$ cat src/rtl/dual_digit_scan_pkg.sv
`default_nettype none
// ============================================================================
// Module      : dual_digit_scan_pkg
// Description : Segment patterns, anode codes, phase encoding and tens decode
//               helpers shared by the dual-digit display scanner.
// Revision    : 1.0  initial release
// ============================================================================
package dual_digit_scan_pkg;

    typedef enum logic [1:0] {
        BLANK_U = 2'd0,
        SHOW_U  = 2'd1,
        BLANK_T = 2'd2,
        SHOW_T  = 2'd3
    } phase_t;

    // Active-low {g,f,e,d,c,b,a}
    localparam logic [6:0] SEG_0    = 7'b1000000;
    localparam logic [6:0] SEG_1    = 7'b1111001;
    localparam logic [6:0] SEG_2    = 7'b0100100;
    localparam logic [6:0] SEG_3    = 7'b0110000;
    localparam logic [6:0] SEG_4    = 7'b0011001;
    localparam logic [6:0] SEG_5    = 7'b0010010;
    localparam logic [6:0] SEG_6    = 7'b0000010;
    localparam logic [6:0] SEG_7    = 7'b1111000;
    localparam logic [6:0] SEG_8    = 7'b0000000;
    localparam logic [6:0] SEG_9    = 7'b0010000;
    localparam logic [6:0] SEG_DASH = 7'b0111111;
    localparam logic [6:0] SEG_OFF  = 7'h7F;

    // Active-low {tens,units}
    localparam logic [1:0] AN_OFF   = 2'b11;
    localparam logic [1:0] AN_UNITS = 2'b10;
    localparam logic [1:0] AN_TENS  = 2'b01;

    // Tens weight arrives as 0,10,..,90; a compare ladder avoids a divider.
    function automatic logic tens_valid(input logic [7:0] d);
        logic v;
        v = 1'b0;
        for (int i = 0; i < 10; i++) begin
            if (d == 8'(i * 10)) v = 1'b1;
        end
        return v;
    endfunction

    function automatic logic [3:0] tens_digit(input logic [7:0] d);
        logic [3:0] r;
        r = 4'd0;
        for (int i = 0; i < 10; i++) begin
            if (d == 8'(i * 10)) r = 4'(i);
        end
        return r;
    endfunction

endpackage
`default_nettype wire

$ cat src/rtl/dual_digit_scan_seg7_encode.sv
`default_nettype none
// ============================================================================
// Module      : seg7_encode
// Description : 4-bit digit plus invalid flag to active-low 7-segment pattern.
// Revision    : 1.0  initial release
// ============================================================================
module seg7_encode
    import dual_digit_scan_pkg::*;
(
    input  logic [3:0] i_digit,
    input  logic       i_invalid,
    output logic [6:0] o_seg
);

    always_comb begin
        o_seg = SEG_DASH;
        if (!i_invalid) begin
            case (i_digit)
                4'd0:    o_seg = SEG_0;
                4'd1:    o_seg = SEG_1;
                4'd2:    o_seg = SEG_2;
                4'd3:    o_seg = SEG_3;
                4'd4:    o_seg = SEG_4;
                4'd5:    o_seg = SEG_5;
                4'd6:    o_seg = SEG_6;
                4'd7:    o_seg = SEG_7;
                4'd8:    o_seg = SEG_8;
                4'd9:    o_seg = SEG_9;
                default: o_seg = SEG_DASH;
            endcase
        end
    end

endmodule
`default_nettype wire

$ cat src/rtl/dual_digit_scan.sv
`default_nettype none
// ============================================================================
// Module      : dual_digit_scan
// Description : Two-digit multiplexed common-anode 7-segment driver with
//               synchronised load strobe and anti-ghost blanking gaps.
// Revision    : 1.0  initial release
// ============================================================================
module dual_digit_scan
    import dual_digit_scan_pkg::*;
#(
    parameter int REFRESH_DIV     = 50000,
    parameter int BLANK_CYCLES    = 16,
    parameter int BLANK_LEAD_ZERO = 1
) (
    input  logic       clk,
    input  logic       rst_n,
    input  logic       update,
    input  logic [7:0] unidades,
    input  logic [7:0] decenas,
    output logic [6:0] seg,
    output logic [1:0] an,
    output logic       err
);

    localparam int CNT_MAX = (REFRESH_DIV > BLANK_CYCLES) ? REFRESH_DIV : BLANK_CYCLES;
    localparam int CNT_W   = $clog2(CNT_MAX + 1);
    localparam logic [CNT_W-1:0] SHOW_LAST  = CNT_W'(REFRESH_DIV - 1);
    localparam logic [CNT_W-1:0] BLANK_LAST = CNT_W'((BLANK_CYCLES > 0) ? BLANK_CYCLES - 1 : 0);

    logic             r_s1, r_s2, r_s3;
    logic             w_fall;
    logic [7:0]       r_uni, r_dec;
    logic             r_err;
    logic             w_in_invalid;
    phase_t           r_state, w_state_nxt;
    logic [CNT_W-1:0] r_cnt;
    logic             w_phase_done;
    logic [6:0]       r_seg, w_seg_nxt;
    logic [1:0]       r_an, w_an_nxt;
    logic [6:0]       w_seg_units, w_seg_tens;
    logic             w_lead_zero;

    assign w_fall       = r_s3 & ~r_s2;
    assign w_in_invalid = (unidades > 8'd9) | ~tens_valid(decenas);
    assign w_lead_zero  = (BLANK_LEAD_ZERO != 0) && (r_dec == 8'd0);

    seg7_encode u_enc_units (
        .i_digit   (r_uni[3:0]),
        .i_invalid (r_uni > 8'd9),
        .o_seg     (w_seg_units)
    );

    seg7_encode u_enc_tens (
        .i_digit   (tens_digit(r_dec)),
        .i_invalid (~tens_valid(r_dec)),
        .o_seg     (w_seg_tens)
    );

    always_comb begin
        w_state_nxt  = r_state;
        w_phase_done = 1'b0;
        w_seg_nxt    = r_seg;
        w_an_nxt     = r_an;

        case (r_state)
            BLANK_U: begin
                w_phase_done = (BLANK_CYCLES == 0) || (r_cnt == BLANK_LAST);
                w_state_nxt  = SHOW_U;
            end
            SHOW_U: begin
                w_phase_done = (r_cnt == SHOW_LAST);
                w_state_nxt  = (BLANK_CYCLES == 0) ? SHOW_T : BLANK_T;
            end
            BLANK_T: begin
                w_phase_done = (BLANK_CYCLES == 0) || (r_cnt == BLANK_LAST);
                w_state_nxt  = SHOW_T;
            end
            SHOW_T: begin
                w_phase_done = (r_cnt == SHOW_LAST);
                w_state_nxt  = (BLANK_CYCLES == 0) ? SHOW_U : BLANK_U;
            end
            default: begin
                w_phase_done = 1'b1;
                w_state_nxt  = BLANK_U;
            end
        endcase

        if (!w_phase_done) begin
            w_state_nxt = r_state;
        end else begin
            // Digit is frozen at phase entry, so a mid-phase capture never flickers.
            case (w_state_nxt)
                SHOW_U: begin
                    w_seg_nxt = w_seg_units;
                    w_an_nxt  = AN_UNITS;
                end
                SHOW_T: begin
                    if (w_lead_zero) begin
                        w_seg_nxt = SEG_OFF;
                        w_an_nxt  = AN_OFF;
                    end else begin
                        w_seg_nxt = w_seg_tens;
                        w_an_nxt  = AN_TENS;
                    end
                end
                default: begin
                    w_seg_nxt = SEG_OFF;
                    w_an_nxt  = AN_OFF;
                end
            endcase
        end
    end

    always_ff @(posedge clk) begin
        if (!rst_n) begin
            r_s1    <= 1'b0;
            r_s2    <= 1'b0;
            r_s3    <= 1'b0;
            r_uni   <= 8'd0;
            r_dec   <= 8'd0;
            r_err   <= 1'b0;
            r_state <= BLANK_U;
            r_cnt   <= '0;
            r_seg   <= SEG_OFF;
            r_an    <= AN_OFF;
        end else begin
            r_s1 <= update;
            r_s2 <= r_s1;
            r_s3 <= r_s2;
            if (w_fall) begin
                r_uni <= unidades;
                r_dec <= decenas;
                r_err <= w_in_invalid;
            end
            r_state <= w_state_nxt;
            r_cnt   <= w_phase_done ? '0 : r_cnt + CNT_W'(1);
            r_seg   <= w_seg_nxt;
            r_an    <= w_an_nxt;
        end
    end

    assign seg = r_seg;
    assign an  = r_an;
    assign err = r_err;

endmodule
`default_nettype wire

$ cat config.mk
export PLATFORM = sky130hd
export DESIGN_NAME = dual_digit_scan
export DESIGN_NICKNAME = d
export VERILOG_FILES = /design/src/rtl/dual_digit_scan_pkg.sv /design/src/rtl/dual_digit_scan_seg7_encode.sv /design/src/rtl/dual_digit_scan.sv
export SDC_FILE = /design/constraint.sdc
export NUM_CORES = 1
export LEC_CHECK = 0
export ABC_AREA = 1
export CORE_ASPECT_RATIO = 0.5
export CORE_MARGIN = 4
export CORE_UTILIZATION = 45
export CTS_CLUSTER_DIAMETER = 60
export CTS_CLUSTER_SIZE = 30
export DETAILED_ROUTE_END_ITERATION = 6
export HOLD_SLACK_MARGIN = 0.03
export PLACE_DENSITY_LB_ADDON = 0.1
export SLEW_MARGIN = 20
export SYNTH_ARGS = -nofsm -noshare
export SYNTH_HDL_FRONTEND = slang
export SYNTH_HIERARCHICAL = 1
export SYNTH_SLANG_ARGS = --single-unit
$ cat constraint.sdc
create_clock -name clk -period 3.3 [get_ports clk]
set_input_delay 0.495 -clock clk [delete_from_list [all_inputs] [get_ports clk]]
set_output_delay 0.495 -clock clk [all_outputs]
set_load 0.05 [all_outputs]
# [Yosys cells after proc, flatten, opt, wreduce, memory -nomap -nowiden]
# Memory sizes are Yosys's and may differ from the RTL's. A register that Yosys moved wholly into a read port is not among the register bits.
# Index checks and enable logic that the tools add are counted.
[totals] regBits=47 latchBits=0 ram_bits=0 rom_bits=224 in_bits=19 output_inout_bits=10 elab_cells=90 memories=2
[mem_list] memory="(name not given)" depth=16 word_bits=7 rd=1 rd_clocked_by_memory_dff=0 write_ports=0 line="dual_digit_scan_seg7_encode.sv:18" source="case (i_digit)"
[mem_list] memory="(name not given)" depth=16 word_bits=7 rd=1 rd_clocked_by_memory_dff=1 write_ports=0 line="dual_digit_scan_seg7_encode.sv:18"
[op_classes] n_addsub=1 mul=0 n_div=0 order_cmp=2 n_eq_ne=25 shift=0 muxes=39 bitwise=5 reduce_logical=6
[ops] cell="== test 8 x 6 -> 1 bit, second input constant" n=6
[ops] cell="== test 8 x 7 -> 1 bit, second input constant" n=6
[ops] cell="two-way mux 4 bit" n=10
[ops] cell="== test 8 x 5 -> 1 bit, second input constant" n=4
[ops] cell="two-way mux 1 bit" n=21
[ops] cell="two-way mux 7 bit" n=3
[ops] cell="adder 16 x 1 -> 16 bit, second input constant" n=1
[ops] cell="== test 16 bit, second input constant" n=1
[ops] cell="== test 16 x 4 -> 1 bit, second input constant" n=1
[ops] cell="== test 8 x 4 -> 1 bit, second input constant" n=2
[ops] cell="greater-than comparator 8 x 4 -> 1 bit, second input constant" n=2
[ops] cell="logical NOT 8 bit" n=2
[ops] cell="case mux 7 bit (2 select lines)" n=1
[ops] cell="case mux 2 bit (4 select lines)" n=1
[ops] cell="== test 2 bit, second input constant" n=3
[ops] cell="OR reduction 2 bit" n=3
[ops] cell="== test 2 x 1 -> 1 bit, second input constant" n=2
[ops] cell="case mux 2 bit (2 select lines)" n=1
[ops] cell="NOT 1 bit" n=3
[ops] cell="logical NOT 2 bit" n=1
[ops] cell="two-way mux 2 bit" n=1
[ops] cell="case mux 1 bit (2 select lines)" n=1
[ops] cell="AND 1 bit" n=1
[ops] cell="OR 1 bit" n=1

# [Logic depth before layout (Yosys ltp)]
[logic_depth] depth_word=14 depth_mapped=17 depth_no_buf=17

# [Cells and area by module]
# The synthesis kept the hierarchy.
[by_module_without_submodules] mod="dual_digit_scan" n_inst=1 cells_each=365 area_each_um2=2413.6 seq_area_each_um2=940.9
[by_module_without_submodules] mod="seg7_encode at u_enc_tens" n_inst=1 cells_each=37 area_each_um2=212.7 seq_area_each_um2=0.0
[by_module_without_submodules] mod="seg7_encode at u_enc_units" n_inst=1 cells_each=37 area_each_um2=210.2 seq_area_each_um2=0.0

# [Worst setup path after synthesis]
# No wires, ideal clock.
[synth_path] path_type="reg2reg" from="reg r_dec[7]" to="reg r_seg[3] (netlist: seg[3])" setup_ns=0.114 arrival_ns=1.849 t_required_ns=3.186 setup_slack_ns=1.337 stages_incl_launch_ff=17 n_path_buf=0 period_less_slack_ns=1.963 path_cell_list="dfxtp_1 > nor2_1 > inv_1 > nor3_1 > nand2_1 > nand2_1 > nor2_1 > nand3b_1 > inv_1 > ha_1 > nand2_1 > nand3_1 > nand2_1 > o21ai_0 > nand2_1 > nor2_1 > nor2_1"
[synth_between] elab_chain_cells=14 elab_cells_between_ends=33 classes_between="eq/ne: 9; mux: 22; reduce/logical: 1; memory: 1"
[synth_rtl] element="from (decl)" line="dual_digit_scan.sv:32" source="logic [7:0] r_uni, r_dec;"
[synth_rtl] element="from (signal assigned)" line="dual_digit_scan.sv:132" source="r_dec <= decenas;"
[synth_rtl] element="== test 8 x 4 -> 1 bit or logical NOT 8 bit (tied branches)" line="dual_digit_scan_pkg.sv:41, dual_digit_scan_pkg.sv:50"
[synth_rtl] element="two-way mux 1 bit, on equally long branches" line="dual_digit_scan_pkg.sv:50, dual_digit_scan_pkg.sv:41"
[synth_rtl] element="two-way mux 4 bit or two-way mux 1 bit (tied branches) (8 in a row)" line="dual_digit_scan_pkg.sv:50, dual_digit_scan_pkg.sv:41"
[synth_rtl] element="memory (16 x 7 bit) or two-way mux 1 bit (tied branches)"
[synth_rtl] element="two-way mux 7 bit *" line="dual_digit_scan_seg7_encode.sv:17" source="if (!i_invalid) begin"
[synth_rtl] element="named net w_seg_tens[3]" line="dual_digit_scan.sv:40" source="logic [6:0] w_seg_units, w_seg_tens;"
[synth_rtl] element="two-way mux 7 bit *" line="dual_digit_scan.sv:98" source="if (w_lead_zero) begin"
[synth_rtl] element="case mux 7 bit (2 select lines) *" line="dual_digit_scan.sv:92" source="case (w_state_nxt)"
[synth_rtl] element="to (signal assigned)" line="dual_digit_scan.sv:137" source="r_seg <= w_seg_nxt;"
[synth_rtl] element="to (decl)" line="dual_digit_scan.sv:38" source="logic [6:0] r_seg, w_seg_nxt;"
# Mark *: on every way through the listed nets, which the timed path passes. The rest lies on a longest branch.
# A chain may end at the register's enable or synchronous reset.

# [Worst setup path after layout]
# Same ends and word-level chain as after synthesis.

==> qor.yml <==
status: "finished clean"
met2_usage_pct: 28.5
die_y_um: 64.1
p_per_area_nw_per_um2: 393
synth_top_area_share_pct: 33.2
dp_hpwl_um: 4570
pwr-share-comb_pct: 10.7
dieArea_sq_um: 7710
ctsResizeCount: 0
start_util_pct: 46.6
use_met3_pct: 4.42
max_stage_delay_ns: 0.32
grt_pass1_vias: 2505
synth_cell_type_count: 32
path_max_fanout: 4
fin_tns_setup_ns: 0
setup_ws_ns: 0.951
crit_path_top_delay_cell: "dfxtp_1"
required_ns: 3.49
crit_family: "simple AND/OR/NAND/NOR gates"
leakagePower_nw: 1.58
synth-seq-cells: 47
grt_busiest_layer: "met2"
ys_top_cells_by_area: "dfxtp_1 (33%), nand2_1 (12%), nor2_1 (11%)"
gp_congestion: 0.900
power.share.sequential_pct: 44.3
wl_um: 6100
clock_skew_ns: 0.00808
drc: 0
postSynthNetCount: 474
fin_crit_sh_pct: 71.2
startpoint_type: "flip-flop"
synth.largest_area_cell: "dfxtp_1"
fmax_ghz: 0.426
hold_viol: 0
ant_nets: 0
die_width_um: 120
htree_levels: 2
antenna_cells: 0
crit_buf_inv: 2
holdBufCountCts: 0
maxCapViolations: 0
wl_per_cell_um: 11.0
worst_pin_slew_ns: 0.515
clk_latency_ns: 0.29
p_switching_w: 0.000311
via_per_inst: 4.70
synth_cells: 439
cts_setup_buffers: 0
vdd_drop_max_v: 0.000211
numCtsBuffers: 5
clock-sinks: 47
grt_use_total_pct: 17.1
clk_pin_slew_ns: 0.07
drt_iter0_drc: 174
io_buffer_count: 28
core-area_sq_um: 6080
grt_pass1_wl_um: 10900
slew_viol_final: 0
std_cell_rows: 20
grt_antenna_before_repair: 0
netSwitchingFraction_pct: 23.5
vias: 2616
rsz0062_at_grt: "false"
crit_top_cell: "nand2_1"
setup_viol: 0
syn_avg_cell_area_sq_um: 6.46
synth_seq_area_share_pct: 33.2
ios: 29
p_int_w: 0.00101
grt_max_degree: 26
cp_cell_sequence: "nor2_1, inv_1, nor3_1, nand2_1, nand2_1, nor2_1, nand3b_1, inv_1, ha_1, nand2_1, nand3_1, nand2_1, o21ai_0, nand2_1, nor2_1, nor2_1"
synth_area_sq_um: 2840
drive_above_1_share_pct: 7.46
cts_tree: "done"
path_class: "reg2reg"
share_clk_of_total_power_pct: 45.0
endpoint_kind: "flip-flop"
relSlewSlack_pct: 65.5
gr-usage-met1_pct: 22.0
clock_path_buffers: 2
cp.arrival_ns: 2.53
dr.pass1.iters: 4
root_buffer: "clkbuf_16"
holdCritPathClass: "reg2reg"
area_growth_pct: 18.8
final_net_count: 503
yosysWarnings: 6
grt-ovfl-total: 0
fin_crit_ns: 2.35
pre_cts_ws_ns: 1.01
-- cell usage in the layout (no fill, tap or decap), drive strengths merged, types with 3 or more instances in the layout --
master	count
nor2	88
nand3b	3
nand2	100
nor3b	4
dfxtp	47
o21ai	30
clkbuf	6
ha	16
inv	59
nor3	9
nand3	34
a21oi	23
nand4	6
clkdlybuf4s50	28
-- metal layers --
layer	wire length, um	vias up	share of wire, %
met5	0	-	0
met2	2810	27	46
met1	3100	1132	51
li1	-	1455	-
met3	171	2	2.8
met4	19	0	0.31
-- synthesized netlist by cell type --
| cell | count |
|---|---|
| o21ai_2 | 1 |
| o211ai_1 | 1 |
| a31oi_1 | 2 |
| inv_2 | 9 |
| nand4_1 | 5 |
| xor2_1 | 2 |
| nor2_1 | 86 |
| nand2_1 | 92 |
| nand3_1 | 31 |
| dfxtp_1 | 47 |
| nand3_2 | 3 |
| nand4_2 | 1 |
| nor2_2 | 1 |
| ha_1 | 16 |
| nand2_4 | 3 |
| or2_2 | 1 |
| and2_1 | 1 |
| nand2_2 | 5 |
| o21ai_0 | 29 |
| a21oi_1 | 23 |
| nand3b_1 | 3 |
| buf_8 | 1 |
| nor3_1 | 9 |
| o21a_1 | 1 |
| inv_1 | 50 |
| nor2_4 | 1 |
| nor4_1 | 2 |
| buf_4 | 1 |
| nor3b_1 | 4 |
| o22ai_1 | 2 |
| clkbuf_1 | 5 |
| buf_1 | 1 |
-- area by class of cell --
class,count,area (sq um)
well taps,88,110
fillers,637,2710
clock buffers,6,139
inverters,59,221
clock inverters,2,35.0
repair buffers,30,295
multi-input cells,325,1630
flip-flops and latches,47,941
-- state kept, by name, summed over array words and instances (netlist names), 2 cells and up --
signal,flops
an,2
r_cnt,16
r_dec,8
r_state,2
r_uni,8
seg,7
-- tightest hold or removal path: stages (launching register included) --
cell,delay [ns]
dfxtp_1,0.30
nand2_1,0.05
inv_1,0.04
-- path summary, 6_finish.rpt --
kind / start / endpoint / slack, ns / cells past startpoint
max: r_dec[7]$_SDFFE_PN0P_ / seg[3]$_SDFFE_PN1P_ / 0.95 / 16
min: r_s1$_SDFF_PN0_ / r_s2$_SDFF_PN0_ / 0.42 / 2
max reg2reg: r_dec[7]$_SDFFE_PN0P_ / seg[3]$_SDFFE_PN1P_ / 0.95 / 16
min reg2reg: r_s1$_SDFF_PN0_ / r_s2$_SDFF_PN0_ / 0.42 / 2
-- through the flow --
stage | cell area (sq um) | instances | total power (W) | util [%] | hold slack [ns]
after global routing | 3370 | 557 | 0.00138 | 55.4 | 0.459
final | 3370 | 557 | 0.00132 | 55.4 | 0.423
after floorplan | 2840 | 439 | 0.000695 | - | 0.390
after detailed placement | 3200 | 549 | 0.000741 | 52.6 | 0.416
after CTS | 3370 | 557 | 0.00134 | 55.4 | 0.424
after global placement | 3200 | 549 | 0.000740 | 52.6 | 0.394
-- power by group through the flow --
stage | sequential (W) | combinational [W] | clock, W
3_3_place_gp | 0.000600 | 0.000140 | 0
6_report | 0.000587 | 0.000141 | 0.000596
3_5_place_dp | 0.000600 | 0.000141 | 0
4_1_cts | 0.000587 | 0.000142 | 0.000613
2_1_floorplan | 0.000600 | 0.0000955 | 0
5_1_grt | 0.000589 | 0.000164 | 0.000629
-- kinds of logic (layout without fill, tap and decap cells) --
logic type / Yosys count / count (layout) / share of synthesized area, %
AND/OR/NAND/NOR: 248 / 248 / 38.9
AO/OA/AOI/OAI: 59 / 59 / 10.9
adder cells (fa/ha/maj): 16 / 16 / 7.06
XOR/XNOR: 2 / 2 / 0.618
buffers and inverters: 67 / 97 / 9.40
flip-flops: 47 / 47 / 33.2
Note: power is estimated with default switching activity, not from simulation.
